File: config.mk
export PLATFORM = sky130hd
export DESIGN_NAME = mul_share_ctrl
export DESIGN_NICKNAME = d
export VERILOG_FILES = /design/src/rtl/mul_share_pkg.sv /design/src/rtl/mul_share_ctrl_rr_arbiter.sv /design/src/rtl/mul_share_ctrl.sv
export SDC_FILE = /design/constraint.sdc
export NUM_CORES = 1
export LEC_CHECK = 0
export CAP_MARGIN = 25
export CORE_ASPECT_RATIO = 1.25
export CORE_UTILIZATION = 33
export CTS_BUF_LIST = sky130_fd_sc_hd__clkbuf_4 sky130_fd_sc_hd__clkbuf_8 sky130_fd_sc_hd__clkbuf_16
export DETAILED_ROUTE_END_ITERATION = 10
export PLACE_DENSITY_LB_ADDON = 0.25
export REMOVE_ABC_BUFFERS = 1
export SLEW_MARGIN = 20
export SYNTH_ARGS = -nofsm -noshare
export SYNTH_HDL_FRONTEND = slang
export SYNTH_SLANG_ARGS = --single-unit
File: constraint.sdc
create_clock -name clk -period 4 [get_ports clk]
set_clock_uncertainty 0.15 [all_clocks]
set_input_delay 0.8 -clock clk [delete_from_list [all_inputs] [get_ports clk]]
set_output_delay 0.8 -clock clk [all_outputs]
set_load 0.1 [all_outputs]
File: src/rtl/mul_share_pkg.sv
// Shared types and defaults for the multiplier-sharing controller.
// Optional build macro: MUL_SHARE_SWAP_EN (operand ordering, see mul_share_ctrl).
package mul_share_pkg;

    localparam int DEF_W    = 16;
    localparam int DEF_NREQ = 4;

    typedef enum logic [2:0] {
        ST_IDLE = 3'd0,
        ST_LDA  = 3'd1,
        ST_LDB  = 3'd2,
        ST_RUN  = 3'd3,
        ST_DONE = 3'd4
    } state_e;

endpackage

File: src/rtl/mul_share_ctrl_rr_arbiter.sv
// Combinational round-robin picker: first set request at or after ptr_i,
// wrapping at NREQ. The pointer register lives in the caller.
module rr_arbiter #(
    parameter int NREQ = 4,
    parameter int IDW  = $clog2(NREQ)
) (
    input  logic [NREQ-1:0] req_i,
    input  logic [IDW-1:0]  ptr_i,
    input  logic            en_i,
    output logic [NREQ-1:0] gnt_o,
    output logic [IDW-1:0]  id_o
);

    logic [2*NREQ-1:0] dbl;
    logic [NREQ-1:0]   rot;
    logic [IDW-1:0]    off;
    logic [IDW:0]      sum;
    logic              found;

    // Rotate so the pointer position sits at bit 0, then take the lowest set bit.
    assign dbl = {req_i, req_i};
    assign rot = NREQ'(dbl >> ptr_i);

    always_comb begin
        off   = '0;
        found = 1'b0;
        for (int i = NREQ - 1; i >= 0; i--) begin
            if (rot[i]) begin
                found = 1'b1;
                off   = IDW'(i);
            end
        end
    end

    assign sum  = {1'b0, ptr_i} + {1'b0, off};
    assign id_o = (sum >= (IDW+1)'(NREQ)) ? IDW'(sum - (IDW+1)'(NREQ)) : sum[IDW-1:0];

    for (genvar gi = 0; gi < NREQ; gi++) begin : g_gnt
        assign gnt_o[gi] = en_i && found && (id_o == IDW'(gi));
    end

endmodule

File: src/rtl/mul_share_ctrl.sv
// Round-robin sequencing controller sharing one repeated-addition multiplier.
// Build macro MUL_SHARE_SWAP_EN: load the larger operand as A to shorten RUN.
module mul_share_ctrl
    import mul_share_pkg::*;
#(
    parameter int NREQ = DEF_NREQ,
    parameter int W    = DEF_W,
    parameter int IDW  = $clog2(NREQ)
) (
    input  logic            clk,
    input  logic            rst_n,
    input  logic [NREQ-1:0] req,
    input  logic [NREQ*W-1:0] a_in,
    input  logic [NREQ*W-1:0] b_in,
    output logic [NREQ-1:0] grant,
    output logic [W-1:0]    bus,
    output logic            ldA,
    output logic            ldB,
    output logic            ldP,
    output logic            clrP,
    output logic            decB,
    input  logic            eqz,
    input  logic [W-1:0]    p_in,
    output logic            rsp_valid,
    output logic [IDW-1:0]  rsp_id,
    output logic [W-1:0]    rsp_data,
    output logic            busy
);

    state_e          state_q, state_d;
    logic [IDW-1:0]  owner_q, owner_d;
    logic [IDW-1:0]  ptr_q, ptr_d;
    logic [IDW-1:0]  rsp_id_q, rsp_id_d;
    logic [NREQ-1:0] grant_q, grant_d;
    logic [W-1:0]    rsp_data_q, rsp_data_d;

    logic [NREQ-1:0] arb_gnt;
    logic [IDW-1:0]  arb_id;

    logic [W-1:0] a_arr [NREQ];
    logic [W-1:0] b_arr [NREQ];
    logic [W-1:0] own_a, own_b, op_a, op_b;

    for (genvar gi = 0; gi < NREQ; gi++) begin : g_unpack
        assign a_arr[gi] = a_in[gi*W +: W];
        assign b_arr[gi] = b_in[gi*W +: W];
    end

    assign own_a = a_arr[owner_q];
    assign own_b = b_arr[owner_q];

`ifdef MUL_SHARE_SWAP_EN
    // Smaller operand becomes the loop count; a tie keeps the original order.
    assign op_a = (own_b > own_a) ? own_b : own_a;
    assign op_b = (own_b > own_a) ? own_a : own_b;
`else
    assign op_a = own_a;
    assign op_b = own_b;
`endif

    rr_arbiter #(
        .NREQ (NREQ),
        .IDW  (IDW)
    ) u_arb (
        .req_i (req),
        .ptr_i (ptr_q),
        .en_i  (state_q == ST_IDLE),
        .gnt_o (arb_gnt),
        .id_o  (arb_id)
    );

    always_ff @(posedge clk) begin
        if (!rst_n) begin
            state_q    <= ST_IDLE;
            owner_q    <= '0;
            ptr_q      <= '0;
            rsp_id_q   <= '0;
            grant_q    <= '0;
            rsp_data_q <= '0;
        end else begin
            state_q    <= state_d;
            owner_q    <= owner_d;
            ptr_q      <= ptr_d;
            rsp_id_q   <= rsp_id_d;
            grant_q    <= grant_d;
            rsp_data_q <= rsp_data_d;
        end
    end

    always_comb begin
        state_d    = state_q;
        owner_d    = owner_q;
        ptr_d      = ptr_q;
        rsp_id_d   = rsp_id_q;
        grant_d    = grant_q;
        rsp_data_d = rsp_data_q;
        case (state_q)
            ST_IDLE: begin
                if (|req) begin
                    state_d = ST_LDA;
                    owner_d = arb_id;
                    grant_d = arb_gnt;
                    ptr_d   = (arb_id == IDW'(NREQ - 1)) ? '0 : arb_id + IDW'(1);
                end
            end
            ST_LDA:  state_d = ST_LDB;
            ST_LDB:  state_d = ST_RUN;
            ST_RUN: begin
                if (eqz) begin
                    state_d    = ST_DONE;
                    rsp_data_d = p_in;
                    rsp_id_d   = owner_q;
                end
            end
            ST_DONE: begin
                state_d = ST_IDLE;
                grant_d = '0;
            end
            default: begin
                state_d = ST_IDLE;
                grant_d = '0;
            end
        endcase
    end

    always_comb begin
        bus       = '0;
        ldA       = 1'b0;
        ldB       = 1'b0;
        ldP       = 1'b0;
        clrP      = 1'b0;
        decB      = 1'b0;
        rsp_valid = 1'b0;
        case (state_q)
            ST_LDA: begin
                bus = op_a;
                ldA = 1'b1;
            end
            ST_LDB: begin
                bus  = op_b;
                ldB  = 1'b1;
                clrP = 1'b1;
            end
            ST_RUN: begin
                ldP  = ~eqz;
                decB = ~eqz;
            end
            ST_DONE: rsp_valid = 1'b1;
            default: ;
        endcase
    end

    assign grant    = grant_q;
    assign rsp_id   = rsp_id_q;
    assign rsp_data = rsp_data_q;
    assign busy     = (state_q != ST_IDLE);

endmodule

==> flow_metrics.py <==
metrics = {
    "clocking": {
        "clock_path_buffers": 2,
        "numCtsBuffers": 5,
        "clockRootBuffer": "clkbuf_8",
        "cts_tree": "yes",
        "path_clk_slew_ns": 0.06,
        "cts_resized": 0,
        "cts_num_sinks": 29,
        "hold_buffers": 0,
        "cts_setup_buffers": 0,
        "htree_levels": 2,
        "clock_latency_ns": 0.28,
    },
    "placed_design": {
        "place_congestion": 0.7880,
        "portBuffers": 195,
        "place_hpwl_microns": 7337,
        "dpl_worst_slack_ns": 0.2100,
    },
    "logic_synthesis": {
        "synth-async-reset-ratio_pct": 0,
        "synth_top_area_cell": "mux4_2",
        "yosysMostFrequentCell": "nand2_1",
        "yosysWarnings": 0,
        "synth_edf_count": 0,
        "ys.flop_type": "dfxtp_1",
        "synthesis.area_sq_mm": 0.002300,
        "ys_top_cells_by_area": "mux4_2 (31%), dfxtp_1 (25%), nand2_1 (6.9%), a22o_1 (6.1%), a21boi_0 (4.6%)",
        "syn_avg_cell_area_sq_um": 10.13,
        "synth_commonest_cells": "nand2_1 (42), mux4_2 (32), dfxtp_1 (29)",
        "ys_seq_area_share_pct": 25.24,
        "synthCells": 227,
        "yosysTopAreaCellShare_pct": 31.34,
        "yosysUniqueCellTypes": 48,
        "synth_seq_cells": 29,
    },
    "route": {
        "drc": 0,
        "routed.top_layer": "met4",
        "drt-met1-wl_microns": 3450,
        "dr.first_iter.drc_count": 59,
        "wl_met3_microns": 765,
        "wl_microns": 9039,
        "post_drt_via_cell_ratio": 5.252,
        "wl_per_cell_microns": 17.93,
        "wl_met2_microns": 4658,
        "final_antenna_net_count": 0,
        "vias": 2647,
        "first_pass_iters": 4,
    },
    "die": {
        "core_area_sq_mm": 0.006648,
        "start_util_pct": 34.59,
        "die_w_microns": 76.67,
        "dieHeight_microns": 95.34,
        "pin_count": 196,
        "row_count": 33,
        "dieArea_sq_mm": 0.007309,
    },
    "finish": {
        "nNetsFinal": 570,
        "drive_gt1_share_pct": 19.42,
        "final_util_pct": 66.12,
        "area_delta_synth_final_pct": 91.13,
        "fillers": 559,
        "num_antenna_cells": 0,
    },
    "power_and_ir_drop": {
        "vdd_drop_max_uv": 342.1,
        "cellLeakagePower_nw": 1.596,
        "power.density_mw_per_mm2": 425.7,
        "p_total_mw": 1.871,
    },
    "global_route": {
        "grt-ovfl-total": 0,
        "track_usage_pct": 25.12,
        "grt_antenna_before_repair": 0,
        "grt_max_degree": 31,
        "grt_pass1_wl_microns": 14090,
        "first_global_vias": 2704,
    },
    "critical_path": {
        "critPathLaunch": "req[1]",
        "reg2reg_from": "ptr_q[0]",
        "worstPathMaxFanout": 8,
        "crit_type": "in -> reg",
        "critPathLaunchType": "input pin",
        "reg2reg_slack_ns": 1.15,
        "cp_data_required_time_ns": 4.02,
        "endpoint_kind": "flip-flop",
        "cp.arrival_ns": 3.52,
    },
    "timing": {
        "relSlewSlack_pct": 32.65,
        "setup_viol": 0,
        "rsz0062_at_grt": "false",
        "finalHoldViolations": 0,
        "fin_crit_ns": 3.500,
        "fin_setup_tns_ns": 0,
        "worst_pin_slew_ns": 1.007,
        "finalCritPeriodShare_pct": 87.51,
        "slew_violations": 0,
        "setup_ws_ns": 0.4996,
        "hold_ws_ns": 0.3039,
        "fmax_mhz": 285.7,
    },
    "hold_path": {
        "min_from": "rsp_data[15]",
        "hold_path.class": "reg -> reg",
    },
    "flow_run": {
        "drv_cap": 0,
    },
    "outcome": {
        "status": "finished, final reports clean",
    },
}
-- critical path, cell delays in order --
cell and delay [ns]:
clkdlybuf4s50_1 0.62, nor2_1 0.09, or4_2 0.54, o2111ai_1 0.12, ha_1 0.19, xnor2_1 0.14
or3_2 0.52, nand2_1 0.08, ha_1 0.23, mux2i_1 0.13, nor2b_1 0.06
-- kinds of logic (layout without fill, tap and decap cells) --
family                     count (synthesis)  in the layout  share of synthesized area (%)
and+or+nand+nor                           87             87                          18.99
muxes                                     34             34                          32.21
adders and majority gates                  2              2                          1.088
DFF                                       29             29                          25.24
AOI/OAI and AO/OA                         55             55                          18.12
xor gates and xnor gates                   1              1                         0.3809
buffers and inverters                     19            209                          3.971
-- metrics by stage --
step	cells	area, sq um
finish	504	4395
global route	504	4395
CTS	504	4395
detailed placement	497	4305
global placement	497	4305
floorplan	208	2208
-- placed cells by master (no fill, tap or decap), types with 2 or more instances in the layout --
master | synthesis | final
a22o_1 | 16 | 16
clkdlybuf4s50_1 | 0 | 173
ha_1 | 2 | 2
nand2b_1 | 2 | 2
buf_4 | 3 | 26
nor2_1 | 14 | 14
nand2_1 | 42 | 42
and2_1 | 2 | 2
o21ai_0 | 6 | 6
clkbuf_8 | 0 | 6
nor2b_1 | 2 | 2
nand3_1 | 4 | 4
a21boi_1 | 5 | 5
dfxtp_1 | 29 | 28
a21boi_0 | 14 | 14
or3_2 | 2 | 2
mux2i_1 | 2 | 2
o211ai_1 | 3 | 3
buf_12 | 0 | 3
a21oi_1 | 3 | 3
o2111ai_1 | 2 | 2
mux4_2 | 32 | 32
-- per-layer routing --
| layer | up-vias | track usage [%] |
|---|---|---|
| li1 | 1253 | - |
| met4 | 0 | 8.013 |
| met5 | - | 0 |
| met2 | 129 | 46.28 |
| met1 | 1254 | 27.32 |
| met3 | 11 | 7.943 |
-- area by class of cell --
class	instances	area, sq um	share of cell area, %
Clock buffer	7	90.09	2.050
Sequential cell	29	581.8	13.24
Tap cell	87	108.9	2.477
Timing Repair Buffer	202	1987	45.20
Multi-Input combinational cell	179	1628	37.03
-- path summary, 6_finish.rpt --
kind                                endpoint  cells past startpoint
worst min-delay path            rsp_data[15]                      2
worst max register to register      ptr_q[1]                      9
worst min register to register  rsp_data[15]                      2
worst max-delay path                ptr_q[1]                     11
-- state kept, by name (all words and copies together), names as in the netlist --
register and cells:
grant 4, rsp_data 16, state_q 3, rsp_id 2
owner_q 2, ptr_q 2
-- power breakdown --
| group | switching (mW) | leakage [nW] | internal [mW] |
|---|---|---|---|
| clock network | 0.103 | 0.0477 | 0.143 |
| registers | 0.0648 | 0.236 | 0.324 |
| logic | 0.710 | 1.31 | 0.527 |
| total | 0.878 | 1.60 | 0.994 |
(Power assumes the default switching activity.)
